[src/rtl/rr_hold_arbiter_pkg.sv]
// arb_pkg: shared FSM states, default sizing and one-hot/index helpers for the round-robin hold arbiter.
package arb_pkg;
   typedef enum logic {IDLE, GRANT} state_e;
   localparam int ARB_N = 3;
   localparam int ARB_MAX_HOLD = 4;
   localparam int ARB_IDXW = 2;
   function automatic logic [31:0] idx2oh(input logic [4:0] idx);
      return 32'd1 << idx;
   endfunction
   function automatic logic [4:0] oh2idx(input logic [31:0] oh);
      logic [4:0] r;
      r = '0;
      for (int i = 0; i < 32; i++) r = oh[i] ? (r | 5'(i)) : r;
      return r;
   endfunction
endpackage

[src/rtl/rr_hold_arbiter_if.sv]
// rr_hold_arbiter_if: request/grant bundle between the requesting agents (master) and the arbiter (slave).
interface rr_hold_arbiter_if import arb_pkg::*; #(parameter int N = ARB_N, parameter int IDXW = ARB_IDXW);
   logic [N-1:0] req;
   logic [N-1:0] grant;
   logic grant_valid;
   logic [IDXW-1:0] grant_idx;
   modport master(output req, input grant, grant_valid, grant_idx);
   modport slave(input req, output grant, grant_valid, grant_idx);
endinterface

[src/rtl/rr_hold_arbiter_pick.sv]
// rr_pick: combinational round-robin picker, first set bit of req_i searching upward from ptr_i with wrap.
module rr_pick import arb_pkg::*; #(
   parameter int N = ARB_N,
   parameter int IDXW = ARB_IDXW
) (
   input  logic [N-1:0]    req_i,
   input  logic [IDXW-1:0] ptr_i,
   output logic            found_o,
   output logic [N-1:0]    onehot_o,
   output logic [IDXW-1:0] idx_o
);
   localparam logic [IDXW:0] NW = (IDXW+1)'(N);
   logic [N-1:0] rot;
   logic [IDXW-1:0] pos;
   logic [IDXW:0] sum;
   always_comb begin
      rot = N'({req_i, req_i} >> ptr_i);
      pos = '0;
      for (int k = N - 1; k >= 0; k--) pos = rot[k] ? IDXW'(k) : pos;
      sum = {1'b0, ptr_i} + {1'b0, pos};
      found_o = |req_i;
      idx_o = IDXW'(sum >= NW ? sum - NW : sum);
      onehot_o = found_o ? N'(idx2oh(5'(idx_o))) : '0;
   end
endmodule

[src/rtl/rr_hold_arbiter.sv]
// rr_hold_arbiter: registered one-hot round-robin arbiter; the owner keeps the grant
// while requesting, but yields after MAX_HOLD cycles when someone else is waiting.
module rr_hold_arbiter import arb_pkg::*; #(
   parameter int N = ARB_N,
   parameter int MAX_HOLD = ARB_MAX_HOLD,
   parameter int IDXW = ARB_IDXW
) (
   input logic clk,
   input logic res,
   rr_hold_arbiter_if.slave bus
);
   localparam int HW = MAX_HOLD > 1 ? $clog2(MAX_HOLD) : 1;
   localparam logic [HW-1:0] HMAX = HW'(MAX_HOLD - 1);
   state_e state_q, state_d;
   logic [N-1:0] grant_q, grant_d;
   logic [IDXW-1:0] ptr_q, ptr_d, idx_q, idx_d;
   logic [HW-1:0] hold_q, hold_d;
   logic own;
   logic raw_found, oth_found;
   logic [N-1:0] raw_oh, oth_oh;
   logic [IDXW-1:0] raw_idx, oth_idx;
   function automatic logic [IDXW-1:0] inc(input logic [IDXW-1:0] i);
      return i == IDXW'(N - 1) ? '0 : i + 1'b1;
   endfunction
   rr_pick #(.N(N), .IDXW(IDXW)) u_raw (
      .req_i(bus.req), .ptr_i(ptr_q), .found_o(raw_found), .onehot_o(raw_oh), .idx_o(raw_idx)
   );
   // The owner is masked out so a forced rotation can never re-pick it.
   rr_pick #(.N(N), .IDXW(IDXW)) u_oth (
      .req_i(bus.req & ~grant_q), .ptr_i(ptr_q), .found_o(oth_found), .onehot_o(oth_oh), .idx_o(oth_idx)
   );
   always_comb begin
      state_d = state_q;
      grant_d = grant_q;
      ptr_d = ptr_q;
      hold_d = hold_q;
      own = |(bus.req & grant_q);
      if (state_q == IDLE) begin
         if (raw_found) begin
            state_d = GRANT;
            grant_d = raw_oh;
            hold_d = '0;
            ptr_d = inc(raw_idx);
         end
      end else if (oth_found && (!own || hold_q == HMAX)) begin
         grant_d = oth_oh;
         hold_d = '0;
         ptr_d = inc(oth_idx);
      end else if (!own) begin
         state_d = IDLE;
         grant_d = '0;
      end else hold_d = hold_q == HMAX ? hold_q : hold_q + 1'b1;
      idx_d = IDXW'(oh2idx(32'(grant_d)));
   end
   always_ff @(posedge clk) begin
      if (res) begin
         state_q <= IDLE;
         grant_q <= '0;
         ptr_q <= '0;
         idx_q <= '0;
         hold_q <= '0;
      end else begin
         state_q <= state_d;
         grant_q <= grant_d;
         ptr_q <= ptr_d;
         idx_q <= idx_d;
         hold_q <= hold_d;
      end
   end
   assign bus.grant = grant_q;
   assign bus.grant_valid = |grant_q;
   assign bus.grant_idx = idx_q;
endmodule
[src/flat_wrapper.sv]
// flat-port wrapper written by rule: the top's interface ports become plain ports
module rr_hold_arbiter_flat import arb_pkg::*;
#(
   parameter int N = ARB_N,
   parameter int MAX_HOLD = ARB_MAX_HOLD,
   parameter int IDXW = ARB_IDXW
)
  (clk, res, bus_req, bus_grant, bus_grant_valid, bus_grant_idx);
  rr_hold_arbiter_if #(.N(N), .IDXW(IDXW)) bus_i ();
  input logic clk;
  input logic res;
  input wire logic [$bits(bus_i.req)-1:0] bus_req;
  output wire logic [$bits(bus_i.grant)-1:0] bus_grant;
  output wire logic [$bits(bus_i.grant_valid)-1:0] bus_grant_valid;
  output wire logic [$bits(bus_i.grant_idx)-1:0] bus_grant_idx;
  assign bus_i.req = bus_req;
  assign bus_grant = bus_i.grant;
  assign bus_grant_valid = bus_i.grant_valid;
  assign bus_grant_idx = bus_i.grant_idx;
  rr_hold_arbiter #(.N(N), .MAX_HOLD(MAX_HOLD), .IDXW(IDXW)) u_core (.clk(clk), .res(res), .bus(bus_i));
endmodule
[config.mk]
export PLATFORM = sky130hd
export DESIGN_NAME = rr_hold_arbiter_flat
export DESIGN_NICKNAME = d
export VERILOG_FILES = /design/src/rtl/rr_hold_arbiter_pkg.sv /design/src/rtl/rr_hold_arbiter_if.sv /design/src/rtl/rr_hold_arbiter_pick.sv /design/src/rtl/rr_hold_arbiter.sv /design/src/flat_wrapper.sv
export SDC_FILE = /design/constraint.sdc
export NUM_CORES = 1
export LEC_CHECK = 0
export ABC_AREA = 1
export ABC_CLOCK_PERIOD_IN_PS = 8140
export CORE_ASPECT_RATIO = 0.6
export CORE_MARGIN = 8
export CORE_UTILIZATION = 47
export CTS_CLUSTER_DIAMETER = 60
export DETAILED_ROUTE_END_ITERATION = 6
export PLACE_DENSITY = 0.75
export SLEW_MARGIN = 20
export SYNTH_ARGS = -nofsm -noshare
export SYNTH_HDL_FRONTEND = slang
export SYNTH_HIERARCHICAL = 1
export SYNTH_SLANG_ARGS = --single-unit
[constraint.sdc]
create_clock -name clk -period 8.14 [get_ports clk]
set_input_delay 2.035 -clock clk [delete_from_list [all_inputs] [get_ports clk]]
set_output_delay 2.035 -clock clk [all_outputs]
set_load 0.02 [all_outputs]
Word-level counts from Yosys, hierarchy flattened
Cells that the tools add are included.
{ "classes": {"n_addsub": 7, "magnitude_cmp": 2, "n_eq_ne": 7, "shift": 4, "mux": 29, "n_bitwise": 3, "reduce_logical": 11} }
{ "ops": {"columns": ["op", "count"], "rows": [
  ["$mux 2", 19],
  ["$mux 3", 5],
  ["$reduce_or 3->1", 4],
  ["$shr 6x2->3", 2],
  ["$ne 3x3->1 const B", 3],
  ["$add 2x1->2 const B", 3],
  ["$add 2x2->3", 2],
  ["$and 3x3->3", 2],
  ["$eq 2x2->1 const B", 3],
  ["$ge 3x2->1 const B", 2],
  ["$shl 1x2->3 const A", 2],
  ["$mux 1", 5],
  ["$reduce_and 2->1", 2],
  ["$sub 2x2->2 const B", 2],
  ["$not 3->3", 1],
  ["$reduce_and 3->1", 1],
  ["$ne 2x2->1 const B", 1],
  ["$reduce_bool 2->1", 1],
  ["$logic_and 1x1->1", 1],
  ["$logic_not 1->1", 1],
  ["$logic_or 1x1->1", 1]
]} }
{ "totals": {"regBits": 10, "input_bits": 5, "output_inout_bits": 6, "word_cells": 69} }

Logic depth before layout (Yosys ltp)
{ "depth": {"word_depth": 15, "mapped_depth": 21, "depth_no_buf": 21} }

Modules after synthesis
Netlist, hierarchy kept.
{ "modules_own_cells": {"columns": ["mod", "instances", "cells_per_inst", "area_per_inst_um2", "seq_area_each_um2"], "rows": [
  ["rr_hold_arbiter", 1, 86, 544.3, 160.2],
  ["rr_pick", 2, 55, 269.0, 0.0]
]} }

Least setup slack after synthesis
No wires, ideal clock.
{ "synth_timing": {"path_kind": "input to register", "startpoint": "input port bus_req[1]", "endpoint": "register u_core.grant_q[1], in the netlist u_core/bus.grant[1]", "setup_ns": 0.112, "arrival_time_ns": 4.116, "required_time_ns": 8.028, "setup_slack_ns": 3.913, "cell_stages": 19, "n_path_buf": 0, "cell_sequence": "inv_1 > nor2_1 > nand2_1 > nand3_1 > nand2_1 > nor2_2 > ha_1 > inv_1 > fa_1 > inv_1 > ha_1 > nor2_4 > nand3_1 > nand2_2 > nor2_1 > nand4_1 > nand2_1 > nor2_1 > nor2_1"} }
{ "synth_via": {"elab_chain_cells": 12, "elab_cells_between_ends": 31, "cone_classes": "add/sub: 4; order compare: 2; shift: 4; mux: 13; bitwise: 2; reduce/logical: 6"} }
{ "synth_rtl": {"columns": ["item", "line", "source"], "rows": [
  ["start, declared", "flat_wrapper.sv:12", "input wire logic [$bits(bus_i.req)-1:0] bus_req;"],
  ["$and 3x3->3 *", "rr_hold_arbiter.sv:30", ".req_i(bus.req & ~grant_q), .ptr_i(ptr_q), .found_o(oth_found), .onehot_o(oth_oh), .idx_o(oth_idx)"],
  ["$shr 6x2->3 *", "rr_hold_arbiter_pick.sv:17", "rot = N'({req_i, req_i} >> ptr_i);"],
  ["$mux 2 (2 in series)", "rr_hold_arbiter_pick.sv:19", "for (int k = N - 1; k >= 0; k--) pos = rot[k] ? IDXW'(k) : pos;"],
  ["$mux 2 *", "rr_hold_arbiter_pick.sv:19", null],
  ["$add 2x2->3 *", "rr_hold_arbiter_pick.sv:20", "sum = {1'b0, ptr_i} + {1'b0, pos};"],
  ["$ge 3x2->1 or $sub 2x2->2 (tied branches)", "rr_hold_arbiter_pick.sv:22", "idx_o = IDXW'(sum >= NW ? sum - NW : sum);"],
  ["$mux 2 *", "rr_hold_arbiter_pick.sv:22", null],
  ["net u_core.oth_idx[1]", "rr_hold_arbiter.sv:21", "logic [IDXW-1:0] raw_idx, oth_idx;"],
  ["$shl 1x2->3 *", "rr_hold_arbiter_pkg.sv:8", "return 32'd1 << idx;"],
  ["$mux 3 *", "rr_hold_arbiter_pick.sv:23", "onehot_o = found_o ? N'(idx2oh(5'(idx_o))) : '0;"],
  ["net u_core.oth_oh[1]", "rr_hold_arbiter.sv:20", "logic [N-1:0] raw_oh, oth_oh;"],
  ["$mux 3 *", "rr_hold_arbiter.sv:45", "end else if (oth_found && (!own || hold_q == HMAX)) begin"],
  ["$mux 3 *", "rr_hold_arbiter.sv:38", "if (state_q == IDLE) begin"],
  ["end signal, assigned", "rr_hold_arbiter.sv:64", "grant_q <= grant_d;"],
  ["end, declared", "rr_hold_arbiter.sv:15", "logic [N-1:0] grant_q, grant_d;"]
]} }
The timed path passes the listed nets; every way through them passes the cells marked *. The select of a mux whose other input is x is not followed.
A chain may end at the register's enable or synchronous reset.

Final worst setup path
Same ends and word-level chain as after synthesis.

==> impl_metrics.env <==
export IMPL_clockBufferDepth=2
export IMPL_cp_end_kind="flip-flop"
export IMPL_synthMuxAreaShare=0
export IMPL_grt_start_max_net_pins=14
export IMPL_tightest_slew_ps=491.2
export IMPL_coreArea_um2=2180
export IMPL_fmax_mhz=202.4
export IMPL_setup_viol_count_final=0
export IMPL_final_cell_area_um2=1235
export IMPL_min_period_ps=4940
export IMPL_grt_pass1_vias=1070
export IMPL_via_count=1212
export IMPL_cts_made_buffers=3
export IMPL_syn_to_final_growth_pct=14.10
export IMPL_drt_total_wl_um=2645
export IMPL_synth_seq_area_share=0.1480
export IMPL_clock_latency_ps=230
export IMPL_status="completed"
export IMPL_drv_cap=0
export IMPL_grt_pass1_wl_um=4395
export IMPL_multi_input_area_um2=753.2
export IMPL_synth_area_um2=1082
export IMPL_hold_buffers=0
export IMPL_synthAdderAreaFrac=0.09480
export IMPL_synth_seq_cells=8
export IMPL_dieArea_um2=4145
export IMPL_antenna_cells=0
export IMPL_cts_max_level=1
export IMPL_synth_compound_area_frac=0.06358
export IMPL_synthDistinctLibCells=22
export IMPL_period_share=0.6069
export IMPL_cp_start_kind="input port"
export IMPL_whs_ps=468.6
export IMPL_cts_resized=0
export IMPL_synthCells=196
export IMPL_grt_antenna_before_repair=0
export IMPL_gp_congestion=0.8955
export IMPL_synthXorXnorAreaFrac=0
export IMPL_seq_area_um2=160.2
export IMPL_ys_warn_count=6
export IMPL_detail_route_wl_per_cell_um=11.21
export IMPL_final_common_cell="nand2_1"
export IMPL_layout_common_cells="nand2_1 (62), inv_1 (34), nand3_1 (30)"
export IMPL_drtIter0Drc=70
export IMPL_synth_top_family_by_area="simple AND/OR/NAND/NOR gates"
export IMPL_rsz0062_at_grt="false"
export IMPL_fin_worst_skew_ps=4.029
export IMPL_cp_max_fo=6
export IMPL_path_class="in -> reg"
export IMPL_grt_use_total=0.1309
export IMPL_cp_arrival_ps=5100
export IMPL_hold_violations=0
export IMPL_syn_mean_instance_area_um2=5.522
export IMPL_drive_gt1_frac=0.1019
export IMPL_hp_class="reg -> reg"
export IMPL_fin_nets=220
export IMPL_cts_tree="built"
export IMPL_hpwl_um=2199
export IMPL_grt_overflow_total=0
export IMPL_syn_nets=208
export IMPL_synth_simple_area_share=0.5376
export IMPL_final_core_util=0.5666
export IMPL_die_h_um=53.17
export IMPL_fill_cells=223
export IMPL_drc=0
export IMPL_start_util=0.4966
export IMPL_rows=13
export IMPL_post_cts_buffers=0
export IMPL_drv_slew=0
export IMPL_ant_nets=0
export IMPL_via_per_inst=5.136
export IMPL_clkSlewWorstSetupHoldPaths_ps=40
export IMPL_cp_required_ps=8300
export IMPL_pin_count=11
export IMPL_clockRootBuffer="clkbuf_8"
export IMPL_fp_dieW_um=77.95
export IMPL_max_slew_margin=0.6721
export IMPL_finalSetupTns_ps=0
export IMPL_io_buffer_count=10
export IMPL_dr_pass1_iters=4
export IMPL_place_area_um2=1194
export IMPL_clock_sinks=8
routing by layer:
layer  vias to the layer above  share of wire  global-route usage
met5                         -              0                   0
met1                       537           0.48              0.1567
li1                        631              -                   -
met3                         7          0.074             0.04561
met2                        37           0.43              0.2110
met4                         0          0.014             0.05793
flip-flops by register name (all words and copies together), names as in the netlist:
signal / count
u_core/bus.grant: 3
u_core/hold_q: 2
u_core/ptr_q: 2
u_core/state_q: 1
synth_stat cells:
cell	instances	area (µm²)
inv_2	4	15.01
fa_1	2	40.04
o21ai_0	2	10.01
nand3_2	2	20.02
buf_4	2	15.01
nand3_1	30	150.1
nand2_1	62	232.7
nor2_4	2	22.52
nor2_2	2	12.51
o21ai_1	2	10.01
a21oi_1	4	20.02
o21ai_2	1	8.760
buf_6	1	11.26
o211ai_1	1	7.510
nand2_2	4	25.02
o22ai_2	1	12.51
nor2_1	22	82.58
ha_1	5	62.56
or2_4	2	17.52
inv_1	34	127.6
dfxtp_1	8	160.2
nand4_1	3	18.77
worst paths after layout:
kind	startpoint	to	slack, ps	depth (start not counted)
max	bus_req[1]	u_core/bus.grant[1]$_SDFFE_PP0P_	3200	21
min	u_core/hold_q[1]$_SDFFE_PP0P_	u_core/hold_q[1]$_SDFFE_PP0P_	470	2
max reg2reg	u_core/ptr_q[0]$_SDFFE_PP0P_	u_core/ptr_q[0]$_SDFFE_PP0P_	5080	19
min reg2reg	u_core/hold_q[1]$_SDFFE_PP0P_	u_core/hold_q[1]$_SDFFE_PP0P_	470	2
through the flow:
stage,instances,setup WS (ps)
2_1_floorplan,196,3913
3_3_place_gp,233,3082
3_5_place_dp,233,2991
4_1_cts,236,3197
5_1_grt,236,2959
6_report,236,3200
critical path: stages:
cell,delay [ps]
clkdlybuf4s50_1,570
inv_1,60
nor2_1,200
nand2_1,110
nand3_1,110
nand2_1,80
nor2_2,100
ha_1,140
inv_1,60
fa_1,530
inv_1,80
ha_1,240
nor2_4,130
nand2_1,50
nand2_1,70
nand2_2,80
nor2_1,140
nand4_1,110
nand2_1,80
nor2_1,40
nor2_1,80
final cells by class:
class	count	area share
Timing Repair Buffer	10	0.08105
Sequential cell	8	0.1297
Multi-Input combinational cell	147	0.6099
Tap cell	30	0.03040
Inverter	38	0.1155
Clock buffer	3	0.03343
cells by family after synthesis:
group,count (synthesis)
compound gates,11
flops,8
fa+ha+maj,7
simple gates,129
buf+inv,41
Power is not shown: default switching activity piles up to over one toggle a cycle in this logic, so the estimate is an artifact.
